**src/rtl/bit_sayici_cok_cevrim.sv**
```systemverilog
// Multi-cycle Zbb bit counter (CTZ, CLZ, CPOP) on a 32-bit operand.
// Scans one byte per cycle; CTZ/CLZ stop at the first nonzero byte.
module bit_sayici_cok_cevrim (
  input  logic        clk_i,
  input  logic        rst_ni,
  input  logic        istek_gecerli_i,
  output logic        istek_hazir_o,
  input  logic [31:0] deger_i,
  input  logic [1:0]  islem_i,
  output logic [5:0]  sonuc_o,
  output logic        sonuc_gecerli_o,
  input  logic        sonuc_hazir_i
);

  typedef enum logic [1:0] {
    BOS     = 2'b00,
    HESAPLA = 2'b01,
    SONUC   = 2'b10
  } durum_t;

  localparam logic [1:0] ISLEM_CPOP = 2'b01;
  localparam logic [1:0] ISLEM_CLZ  = 2'b10;

  durum_t      durum;
  logic [31:0] r;
  logic [31:0] ters;
  logic [1:0]  islem;
  logic [1:0]  k;
  logic [5:0]  acc;
  logic        hazir;
  logic        gecerli;
  logic [5:0]  sonuc;

  logic [7:0]  bayt;
  logic [3:0]  ekle;
  logic        bitti;
  logic [5:0]  toplam;

  // CLZ is run as CTZ on the bit-reversed operand.
  genvar gi;
  generate
    for (gi = 0; gi < 32; gi++) begin : g_ters
      assign ters[gi] = deger_i[31-gi];
    end
  endgenerate

  // Trailing zeros of a byte; an all-zero byte yields 8.
  function automatic logic [3:0] sifir_say(input logic [7:0] b);
    logic [3:0] n;
    n = 4'd8;
    for (int i = 7; i >= 0; i--) begin
      if (b[i]) n = 4'(i);
    end
    return n;
  endfunction

  function automatic logic [3:0] bir_say(input logic [7:0] b);
    logic [3:0] n;
    n = 4'd0;
    for (int i = 0; i < 8; i++) begin
      n = n + {3'b000, b[i]};
    end
    return n;
  endfunction

  always_comb begin
    bayt   = r[{k, 3'b000} +: 8];
    ekle   = 4'd0;
    bitti  = 1'b0;
    if (islem == ISLEM_CPOP) begin
      ekle  = bir_say(bayt);
      bitti = (k == 2'd3);
    end else begin
      ekle  = sifir_say(bayt);
      bitti = (bayt != 8'h00) || (k == 2'd3);
    end
    toplam = acc + {2'b00, ekle};
  end

  always_ff @(posedge clk_i or negedge rst_ni) begin
    if (!rst_ni) begin
      durum   <= BOS;
      r       <= 32'h0;
      islem   <= 2'b00;
      acc     <= 6'd0;
      k       <= 2'd0;
      hazir   <= 1'b1;
      gecerli <= 1'b0;
      sonuc   <= 6'd0;
    end else begin
      case (durum)
        BOS: begin
          if (istek_gecerli_i && hazir) begin
            r     <= (islem_i == ISLEM_CLZ) ? ters : deger_i;
            islem <= islem_i;
            acc   <= 6'd0;
            k     <= 2'd0;
            hazir <= 1'b0;
            durum <= HESAPLA;
          end
        end
        HESAPLA: begin
          acc <= toplam;
          k   <= k + 2'd1;
          if (bitti) begin
            gecerli <= 1'b1;
            sonuc   <= toplam;
            durum   <= SONUC;
          end
        end
        SONUC: begin
          if (gecerli && sonuc_hazir_i) begin
            gecerli <= 1'b0;
            sonuc   <= 6'd0;
            hazir   <= 1'b1;
            durum   <= BOS;
          end
        end
        default: begin
          durum   <= BOS;
          hazir   <= 1'b1;
          gecerli <= 1'b0;
          sonuc   <= 6'd0;
        end
      endcase
    end
  end

  assign istek_hazir_o   = hazir;
  assign sonuc_gecerli_o = gecerli;
  assign sonuc_o         = sonuc;

endmodule

```
**config.mk**
```make
export PLATFORM = sky130hd
export DESIGN_NAME = bit_sayici_cok_cevrim
export DESIGN_NICKNAME = d
export VERILOG_FILES = /design/src/rtl/bit_sayici_cok_cevrim.sv
export SDC_FILE = /design/constraint.sdc
export NUM_CORES = 1
export LEC_CHECK = 0
export CORE_MARGIN = 4
export CORE_UTILIZATION = 34
export CTS_CLUSTER_DIAMETER = 30
export DETAILED_ROUTE_END_ITERATION = 10
export PLACE_DENSITY = 0.64
export SLEW_MARGIN = 10
export SYNTH_ARGS = -nofsm -noshare
export SYNTH_HDL_FRONTEND = slang
export SYNTH_SLANG_ARGS = --single-unit
```
**constraint.sdc**
```tcl
create_clock -name clk_i -period 5.9 [get_ports clk_i]
set_clock_uncertainty 0.2 [all_clocks]
set_input_delay 0.59 -clock clk_i [delete_from_list [all_inputs] [get_ports clk_i]]
set_output_delay 0.59 -clock clk_i [all_outputs]
set_load 0.005 [all_outputs]
```
==> flow_summary.json, run 1 <==
{
  "yosys-top-cells-count": "nand2_1 (72), dfrtp_1 (51), nor2_1 (42), a31oi_1 (33), clkbuf_1 (16)",
  "nets": 410,
  "syn_area_mm2": 0.00301,
  "die_area_mm2": 0.0104,
  "initialDrtViolationCount": 106,
  "dpl.hpwl_um": 4870,
  "holdCritPathClass": "primary input to asynchronous set/reset pin",
  "worst_ir_drop_vdd_v": 0.0000920,
  "core_mm2": 0.00868,
  "routed_wl_um": 6650,
  "synth_edf_count": 0,
  "grtUsageMet3_pct": 2.94,
  "portBuffers": 45,
  "instances_no_fill": 466,
  "place_area_mm2": 0.00353,
  "crit_top_cell": "fa_1",
  "grt-ovfl-total": 0,
  "hold_violations": 0,
  "yosysMostFrequentCell": "nand2_1",
  "wire_per_inst_um": 14.3,
  "crit_chain": "mux4_1, inv_1, fa_1, fa_1, inv_1, fa_1, ha_1, fa_1, xnor2_1, o22ai_1, ha_1, nor2b_1, o21ai_0, nand2b_1, xor2_1, a31o_2",
  "clockRootBuffer": "clkbuf_8",
  "post-route-drc-count": 0,
  "slowest_stage": "mux4_1",
  "final_util_pct": 42.3,
  "yosysSeqAreaShare_pct": 43.3,
  "synthArstFlopShare_pct": 100,
  "fin_area_mm2": 0.00367,
  "reg2reg_from": "k[0]",
  "use_met2_pct": 21.7,
  "initial_utilization_pct": 34.7,
  "place.gp.congestion": 0.869,
  "drive_above_1_share_pct": 8.38,
  "setup_viol": 0,
  "syn_to_final_growth_pct": 21.9,
  "grt_usage_pct": 13.5,
  "yosys-top-cells-area": "dfrtp_1 (42%), nand2_1 (9.0%), a31oi_1 (6.9%), nor2_1 (5.2%), ha_1 (3.7%)",
  "worst_pin_slew_ns": 1.19,
  "maxCapViolations": 0,
  "worst_setup_path_start_kind": "flip-flop",
  "critical_path.max_fanout": 7,
  "synth_warnings": 0,
  "cts_resized": 0,
  "r2r_setup_slack_ns": 0.77,
  "synth_top_area_share_pct": 42.4,
  "ys_ff_latch": 52,
  "worstSkewPairLatency_ns": 0.30,
  "r2r_cells": 16,
  "fin_tns_setup_ns": 0,
  "grt_first_pass_wirelength_um": 11300,
  "antennaDiodeCount": 0,
  "numClockSinks": 52,
  "syn_nets": 374,
  "required_ns": 5.90,
  "maxSlewViolCount": 0,
  "min_period_ns": 5.13,
  "drtPass1Iterations": 4,
  "vias": 2370,
  "synth_cells": 322,
  "rsz0062_at_grt": "false",
  "cts_max_level": 2,
  "synth.largest_area_cell": "dfrtp_1",
  "grt_use_met1_pct": 18.6,
  "cp-end-kind": "flip-flop",
  "powerDensity_mw_per_mm2": 189,
  "critPathCapture": "sonuc_o[4]",
  "max_stage_delay_ns": 0.65,
  "synth-main-ff-cell": "dfrtp_1",
  "crit_start": "k[0]",
  "row_count": 34,
  "io_pins": 46,
  "drtAntennaViolNets": 0,
  "clk_pin_slew_ns": 0.10,
  "clk_path_buf_depth": 2,
  "top_usage_layer": "met2",
  "cts_setup_buffers": 0,
  "die_w_um": 102,
  "grt_antenna_before_repair": 0,
  "worstReg2RegEnd": "sonuc_o[4]",
  "fin_crit_sh_pct": 87.0,
  "tritoncts": "built",
  "post-place-cells": 459,
  "syn_avg_cell_area_um2": 9.35,
  "slew_headroom_pct": 20.5,
  "grt_max_degree": 69,
  "fillerInstances": 873,
  "status": "complete, no violations",
  "grt_pass1_vias": 2351,
  "ys_types": 39,
  "cts_hold_buf": 0,
  "power.leakage_nw": 1.69,
  "cts-buffers-inserted": 5,
  "viasPerCell": 5.09,
  "crit_type": "flip-flop to flip-flop",
  "maxClockFrequency_mhz": 195,
  "die_h_um": 102,
  "arrival_ns": 5.13
}
cells by family (layout without fill, tap and decap cells):
family / after synthesis / after routing / share of synthesized area [%]
AOI/OAI and AO/OA: 67 / 67 / 14.3
adders and majority gates: 14 / 14 / 7.07
buffers and inverters: 32 / 68 / 4.57
DFF: 52 / 52 / 43.3
muxes: 16 / 16 / 9.81
xor gates and xnor gates: 4 / 4 / 1.16
and+or+nand+nor: 137 / 137 / 19.8
stage by stage:
| step | hold slack, ns | setup WS (ns) | total power, mW |
|---|---|---|---|
| 2_1_floorplan | 0.0944 | 1.02 | 0.379 |
| 3_3_place_gp | 0.269 | 0.902 | 0.416 |
| 3_5_place_dp | 0.277 | 0.766 | 0.417 |
| 4_1_cts | 0.228 | 0.747 | 0.699 |
| 5_1_grt | 0.250 | 0.460 | 0.721 |
| 6_report | 0.186 | 0.767 | 0.694 |
worst max-delay path: cells and delay by family, from the launching register on:
| kind | cells | cell delay [ns] |
|---|---|---|
| XOR/XNOR | 2 | 0.29 |
| adder cells (fa/ha/maj) | 6 | 2.43 |
| multiplexers | 1 | 0.65 |
| flip-flops | 1 | 0.51 |
| AND/OR/NAND/NOR | 2 | 0.26 |
| buffers and inverters | 2 | 0.19 |
| AO/OA/AOI/OAI | 3 | 0.50 |
flip-flops by register name, summed over array words and instances, names as in the netlist:
signal / flops
r: 32
acc: 6
sonuc_o: 6
durum: 2
islem: 2
k: 2
istek_hazir_o: 1
sonuc_gecerli_o: 1
where the power goes:
group | internal (mW) | switching [mW] | leakage, nW | total, mW
Clock | 0.167 | 0.118 | 0.0642 | 0.285
Sequential | 0.356 | 0 | 0.697 | 0.356
Combinational | 0.0272 | 0.0259 | 0.927 | 0.0531
layout by cell type, fill, tap and decap left out, types with 3 or more instances in the layout:
master | Yosys | routed
nand2_1 | 72 | 72
dfrtp_1 | 51 | 51
clkdlybuf4s50_1 | 0 | 44
nor2_1 | 42 | 41
a31oi_1 | 33 | 33
inv_1 | 13 | 13
o21ai_0 | 12 | 12
ha_1 | 9 | 9
a21oi_1 | 7 | 7
nand2b_1 | 6 | 6
nand3_1 | 6 | 6
mux4_2 | 5 | 5
fa_1 | 5 | 5
clkbuf_8 | 1 | 5
nor2b_1 | 5 | 4
a21o_1 | 4 | 4
mux2_4 | 4 | 4
mux4_1 | 3 | 3
mux2_2 | 3 | 3
buf_4 | 0 | 3
how the worst min path moves through the flow:
stage                            end  slack, ns  cells past startpoint   start
after floorplan               acc[0]       0.09                      0  rst_ni
after global placement        acc[0]       0.27                      1  acc[0]
after detailed placement      acc[0]       0.28                      1  acc[0]
after CTS                   durum[1]       0.23                      2  rst_ni
after global routing      sonuc_o[3]       0.25                      2  rst_ni
final                         acc[5]       0.19                      2  rst_ni
per-layer routing:
metal	up-vias	part of all wire [%]
li1	1182	-
met1	1125	46
met2	57	48
met3	6	5.1
met4	0	0.89
met5	-	0
area by class of cell:
type	count	area [µm²]	share of cell area, %
repair buffers	48	468	12.8
inverters	13	48.8	1.33
clock inverters	2	60.1	1.64
well taps	108	135	3.68
multi-input cells	238	1580	43.2
flip-flops and latches	52	1300	35.5
clock buffers	5	68.8	1.88
Note: power is estimated with default switching activity, not from simulation.
==> inputs of run 2 (changes only) <==
--- a/config.mk
+++ b/config.mk
@@ -5,11 +5,13 @@
 export SDC_FILE = /design/constraint.sdc
 export NUM_CORES = 1
 export LEC_CHECK = 0
+export ABC_AREA = 1
 export CORE_MARGIN = 4
 export CORE_UTILIZATION = 34
 export CTS_CLUSTER_DIAMETER = 30
 export DETAILED_ROUTE_END_ITERATION = 10
-export PLACE_DENSITY = 0.64
+export GPL_TIMING_DRIVEN = 0
+export PLACE_DENSITY = 0.58
 export SLEW_MARGIN = 10
 export SYNTH_ARGS = -nofsm -noshare
 export SYNTH_HDL_FRONTEND = slang
==> run 2 against run 1 <==
Global-route usage rose by 3.3 points; total power rose to 3.0 times the previous value; largest power group is now combinational cells; setup slack better by 0.16 ns; sequential share of layout area fell by 0.49 points; worst hold slack worse by 0.12 ns; die area is 0.58% higher; sequential power rose by 67%; via count is 20% higher; design area rose by 1.4%; critical path depth rose by 5; combinational power increased to 24 times the previous value.
==> flow_summary.json, run 2 <==
{
  "fillerInstances": 910,
  "holdCritPathClass": "primary input to asynchronous set/reset pin",
  "largest_register_ffs": 32,
  "synth_edf_count": 0,
  "syn_to_final_growth_pct": 22.8,
  "drtPass1Iterations": 5,
  "synth_cells": 407,
  "numClockSinks": 52,
  "fin_tns_setup_ns": 0,
  "viasPerCell": 5.01,
  "portBuffers": 45,
  "routed_wl_um": 8200,
  "antennaDiodeCount": 0,
  "yosysSeqAreaShare_pct": 43.0,
  "powerDensity_mw_per_mm2": 558,
  "final_common_cell": "nand2_1",
  "drive_above_1_share_pct": 7.38,
  "post-place-cells": 561,
  "synth.largest_area_cell": "dfrtp_1",
  "wire_per_inst_um": 14.4,
  "top_register": "r",
  "critical_path.max_fanout": 10,
  "synthArstFlopShare_pct": 100,
  "final_cell_mix": "nand2_1 (120), o21ai_1 (58), dfrtp_1 (51)",
  "initial_utilization_pct": 34.9,
  "cts_setup_buffers": 0,
  "grt_pass1_vias": 2861,
  "grt_max_degree": 30,
  "tritoncts": "built",
  "dpl.hpwl_um": 6180,
  "ff_latch_area_mm2": 0.00130,
  "cts_max_level": 2,
  "maxSlewViolCount": 0,
  "min_period_ns": 4.98,
  "die_area_mm2": 0.0105,
  "cts_hold_buf": 0,
  "place.gp.congestion": 0.837,
  "initialDrtViolationCount": 138,
  "syn_area_mm2": 0.00303,
  "required_ns": 5.89,
  "yosys-top-cells-area": "dfrtp_1 (42%), nand2_1 (15%), o21ai_1 (9.6%), nor2_1 (5.8%), nand3_1 (4.0%)",
  "grt-ovfl-total": 0,
  "worst_setup_path_start_kind": "flip-flop",
  "post-route-drc-count": 0,
  "fin_crit_sh_pct": 84.3,
  "nets": 512,
  "cp-end-kind": "flip-flop",
  "clk_path_buf_depth": 2,
  "p_sw_share_pct": 47.4,
  "yosys-top-cells-count": "nand2_1 (120), o21ai_1 (58), dfrtp_1 (51), nor2_1 (47), nand3_1 (24)",
  "fin_area_mm2": 0.00372,
  "synth_warnings": 0,
  "vias": 2850,
  "ys_ff_latch": 52,
  "worstSkewPairLatency_ns": 0.31,
  "ys_types": 29,
  "clockRootBuffer": "clkbuf_8",
  "p_int_mw": 1.09,
  "syn_avg_cell_area_um2": 7.44,
  "core_mm2": 0.00868,
  "cts_resized": 0,
  "hold_violations": 0,
  "rsz0062_at_grt": "false",
  "multiInputGateArea_mm2": 0.00153,
  "setup_viol": 0,
  "cts-buffers-inserted": 5,
  "crit_type": "flip-flop to flip-flop",
  "p_clk_share_pct": 10.2,
  "combPwrFrac_pct": 61.2,
  "worst_pin_slew_ns": 0.577,
  "die_h_um": 102,
  "row_count": 34,
  "arrival_ns": 4.97,
  "clk_pin_slew_ns": 0.11,
  "pwr-share-seq_pct": 28.7,
  "instances_no_fill": 569,
  "worst_ir_drop_vdd_v": 0.000188,
  "maxCapViolations": 0,
  "yosysMostFrequentCell": "nand2_1",
  "maxClockFrequency_mhz": 201,
  "grt_antenna_before_repair": 0,
  "slew_headroom_pct": 61.6,
  "grt_first_pass_wirelength_um": 13800,
  "synth-main-ff-cell": "dfrtp_1",
  "place_area_mm2": 0.00363,
  "grt_usage_pct": 16.7,
  "syn_nets": 459,
  "io_pins": 46,
  "status": "complete, no violations",
  "power.leakage_nw": 1.78,
  "power_switching_mw": 0.983,
  "drtAntennaViolNets": 0,
  "synth_top_area_share_pct": 42.1,
  "die_w_um": 102
}
==> run 2: final cells by class <==
type	instances	area share, %
Inverter	30	3.06
Buffer	17	2.32
Clock inverter	3	0.572
Clock buffer	5	1.85
Tap cell	108	3.63
Multi-Input combinational cell	308	41.0
Timing Repair Buffer	46	12.5
Sequential cell	52	35.0
==> run 2: cell families after synthesis <==
family | synth area share, %
xor gates and xnor gates | 0.289
and+or+nand+nor | 27.2
buffers and inverters | 6.61
adders and majority gates | 7.02
AOI/OAI and AO/OA | 15.8
DFF | 43.0
==> run 2: path summary, 6_finish.rpt <==
| kind | from | to | slack [ns] | depth (start not counted) |
|---|---|---|---|---|
| min in group clk_i | sonuc_o[3] | sonuc_o[3] | 0.28 | 2 |
| worst max register to register | k[0] | acc[4] | 0.92 | 21 |
| worst min register to register | sonuc_o[3] | sonuc_o[3] | 0.28 | 2 |
| worst max-delay path | k[0] | acc[4] | 0.92 | 21 |
| max in group asynchronous | rst_ni | r[0] | 4.87 | 2 |
| worst min-delay path | rst_ni | r[30] | 0.07 | 1 |
==> run 2: power groups by stage <==
stage               Clock [mW]  Combinational, mW  Sequential, mW
floorplan                    0              0.944           0.579
CTS                      0.219               1.29           0.594
detailed placement           0               1.28           0.601
global route             0.231               1.48           0.612
finish                   0.211               1.27           0.595
global placement             0               1.25           0.599
==> run 2: per-stage QoR <==
step | setup slack (ns) | power, mW | utilization (%) | hold slack [ns]
after floorplan | 1.31 | 1.52 | - | 0.0944
after global placement | 1.00 | 1.85 | 41.6 | 0.259
after detailed placement | 0.943 | 1.88 | 41.8 | 0.263
after CTS | 0.917 | 2.10 | 42.8 | 0.0879
after global routing | 0.560 | 2.32 | 42.8 | 0.115
final | 0.924 | 2.08 | 42.8 | 0.0670
==> run 2: routing by layer <==
layer  track usage [%]  vias to the layer above  part of all wire, %
met1              21.9                     1356                   46
li1                  -                     1429                    -
met2              29.7                       56                   50
met3              1.91                        9                  3.6
met4              3.63                        0                 0.91
met5                 0                        -                    0
==> run 2: critical path, cell delays in order (launching register included) <==
cell,delay (ns)
dfrtp_1,0.44
buf_2,0.22
o21ai_1,0.14
a21oi_1,0.07
a21oi_2,0.26
fa_1,0.50
fa_1,0.55
inv_1,0.05
fa_1,0.47
ha_1,0.24
fa_1,0.49
nand2_1,0.05
nand2_1,0.12
inv_2,0.05
fa_1,0.38
inv_1,0.09
nand2_1,0.06
nand2_1,0.06
a21oi_1,0.06
o21ai_0,0.15
a21oi_1,0.07
o21bai_1,0.15
==> inputs of run 3 (changes only) <==
--- a/config.mk
+++ b/config.mk
@@ -11,7 +11,7 @@
 export CTS_CLUSTER_DIAMETER = 30
 export DETAILED_ROUTE_END_ITERATION = 10
 export GPL_TIMING_DRIVEN = 0
-export PLACE_DENSITY = 0.58
+export PLACE_DENSITY = 0.6
 export SLEW_MARGIN = 10
 export SYNTH_ARGS = -nofsm -noshare
 export SYNTH_HDL_FRONTEND = slang
==> constraint.sdc (replaced) <==
create_clock -name clk_i -period 4.3 [get_ports clk_i]
set_clock_uncertainty 0.2 [all_clocks]
set_input_delay 0.43 -clock clk_i [delete_from_list [all_inputs] [get_ports clk_i]]
set_output_delay 0.43 -clock clk_i [all_outputs]
set_load 0.005 [all_outputs]
==> run 3 against run 2 <==
The flow now finishes with violations (setup timing); setup slack worse by 1.2 ns; combinational power up 57%; clock power up 63%; first-iteration DRC count up 18%; global-route usage down 0.17 points; maximum frequency up 9.0%.
==> flow_summary.json, run 3 (synthesis gave the netlist of run 2 again) <==
{
  "cts_max_level": 2,
  "final_cell_mix": "nand2_1 (113), o21ai_1 (59), dfrtp_1 (50)",
  "wl_met1_um": 3740,
  "dpl.hpwl_um": 6120,
  "crit_start": "k[0]",
  "drtPass1Iterations": 4,
  "vias": 2878,
  "fin_crit_sh_pct": 106,
  "rsz0062_at_grt": "true",
  "grt_antenna_before_repair": 0,
  "grt-ovfl-total": 0,
  "crit_type": "flip-flop to flip-flop",
  "routed.top_layer": "met4",
  "final_common_cell": "nand2_1",
  "hold_depth": 2,
  "fin_tns_setup_ns": -1.76,
  "met2_length_um": 4140,
  "die_h_um": 102,
  "power.leakage_nw": 1.85,
  "setup_slack_ns": -0.267,
  "drtAntennaViolNets": 0,
  "violations": "setup timing",
  "wire_per_inst_um": 14.2,
  "grt_usage_pct": 16.6,
  "clockRootBuffer": "clkbuf_8",
  "place.gp.congestion": 0.827,
  "critical_path.max_fanout": 8,
  "min_period_ns": 4.57,
  "initialDrtViolationCount": 163,
  "antennaDiodeCount": 0,
  "r2r_cells": 21,
  "cts-buffers-inserted": 5,
  "powerDensity_mw_per_mm2": 810,
  "grt_first_pass_wirelength_um": 13700,
  "largest_register_ffs": 32,
  "cp-end-kind": "flip-flop",
  "power_mw": 3.17,
  "top_register": "r",
  "routed_wl_um": 8240,
  "worst_ir_drop_vdd_v": 0.000435,
  "drive_above_1_share_pct": 14.0,
  "fillerInstances": 897,
  "wl_met3_um": 232,
  "io_pins": 46,
  "clk_path_buf_depth": 2,
  "setup_viol": 9,
  "die_w_um": 102,
  "holdWs_ns": 0.282,
  "min_from": "sonuc_o[3]",
  "row_count": 34,
  "clk_pin_slew_ns": 0.10,
  "tritoncts": "built",
  "reg2reg_from": "k[0]",
  "grt_max_degree": 37,
  "nets": 522,
  "required_ns": 4.30,
  "post-route-drc-count": 0,
  "die_area_mm2": 0.0105,
  "holdCritPathClass": "flip-flop to flip-flop",
  "post-place-ws_ns": -0.442,
  "final_util_pct": 45.1,
  "portBuffers": 45,
  "arrival_ns": 4.57,
  "worstSkewPairLatency_ns": 0.31,
  "maxClockFrequency_mhz": 219,
  "maxSlewViolCount": 0,
  "worst_setup_path_start_kind": "flip-flop",
  "maxCapViolations": 0,
  "slew_headroom_pct": 61.8,
  "hold_violations": 0,
  "grt_pass1_vias": 2918,
  "numClockSinks": 52,
  "viasPerCell": 4.97,
  "core_mm2": 0.00868,
  "initial_utilization_pct": 34.9,
  "worst_pin_slew_ns": 0.573,
  "status": "complete, but fails checks",
  "syn_to_final_growth_pct": 29.3
}
[run 3: changes by cell type in the layout (fill, tap and decap cells not counted), sizes merged]
cell and delta:
buf +9, bufinv +1, clkbuf +1, clkinv -1, clkinvlp -1, dlygate4sd3 +1
[run 3: final timing paths]
path                                  to  slack, ns
min                           sonuc_o[3]       0.28
min in group asynchronous         acc[1]       0.39
min reg2reg                   sonuc_o[3]       0.28
max reg2reg                       acc[4]      -0.27
max                               acc[4]      -0.27
max in group asynchronous  istek_hazir_o       2.91
[run 3: critical path, cell delays in order, from the launching register on]
cell and delay [ns]:
dfrtp_2 0.45, buf_6 0.15, o21ai_2 0.12, a21oi_2 0.04, a21oi_2 0.19, fa_1 0.48
fa_1 0.52, inv_1 0.05, fa_1 0.45, ha_2 0.19, fa_2 0.52, nand2_2 0.05
nand2_2 0.09, inv_2 0.04, fa_2 0.32, inv_2 0.08, nand2_2 0.05, nand2_2 0.07
a21oi_2 0.06, o21ai_1 0.11, a21oi_1 0.06, o21bai_1 0.15
[run 3: per-stage QoR]
stage	cells	area, µm²
6_report	579	3910
5_1_grt	579	3910
4_1_cts	576	3830
3_5_place_dp	561	3650
3_3_place_gp	560	3630
2_1_floorplan	407	3050
[run 3: layer usage]
layer	global-route usage [%]	vias up
met3	2.73	11
li1	-	1446
met5	0	-
met2	28.7	46
met4	5.65	0
met1	20.9	1375
[run 3: report_power, final]
part / switching [mW] / leakage (nW) / internal (mW)
Clock: 0.168 / 0.0558 / 0.176
Sequential: 0.122 / 0.657 / 0.699
Combinational: 1.15 / 1.14 / 0.852
Total: 1.44 / 1.85 / 1.73
[run 3: cell type report]
cell class                      count  area (µm²)  share of cell area (%)
Tap cell                          108         135                    3.45
Timing Repair Buffer               56         543                    13.9
Buffer                             17        92.6                    2.37
Inverter                           30         118                    3.01
Clock buffer                        6        72.6                    1.85
Sequential cell                    52        1300                    33.3
Clock inverter                      2        38.8                   0.991
Multi-Input combinational cell    308        1610                    41.1
[run 3: timing repair]
action | in CTS | in global routing
endpoints found under the hold margin | 16 | 0
hold buffers | 1 | 0
pin swaps | 11 | 9
buffers inserted | 6 | 3
setup endpoints to repair | 10 | 10
resized for setup | 7 | 15
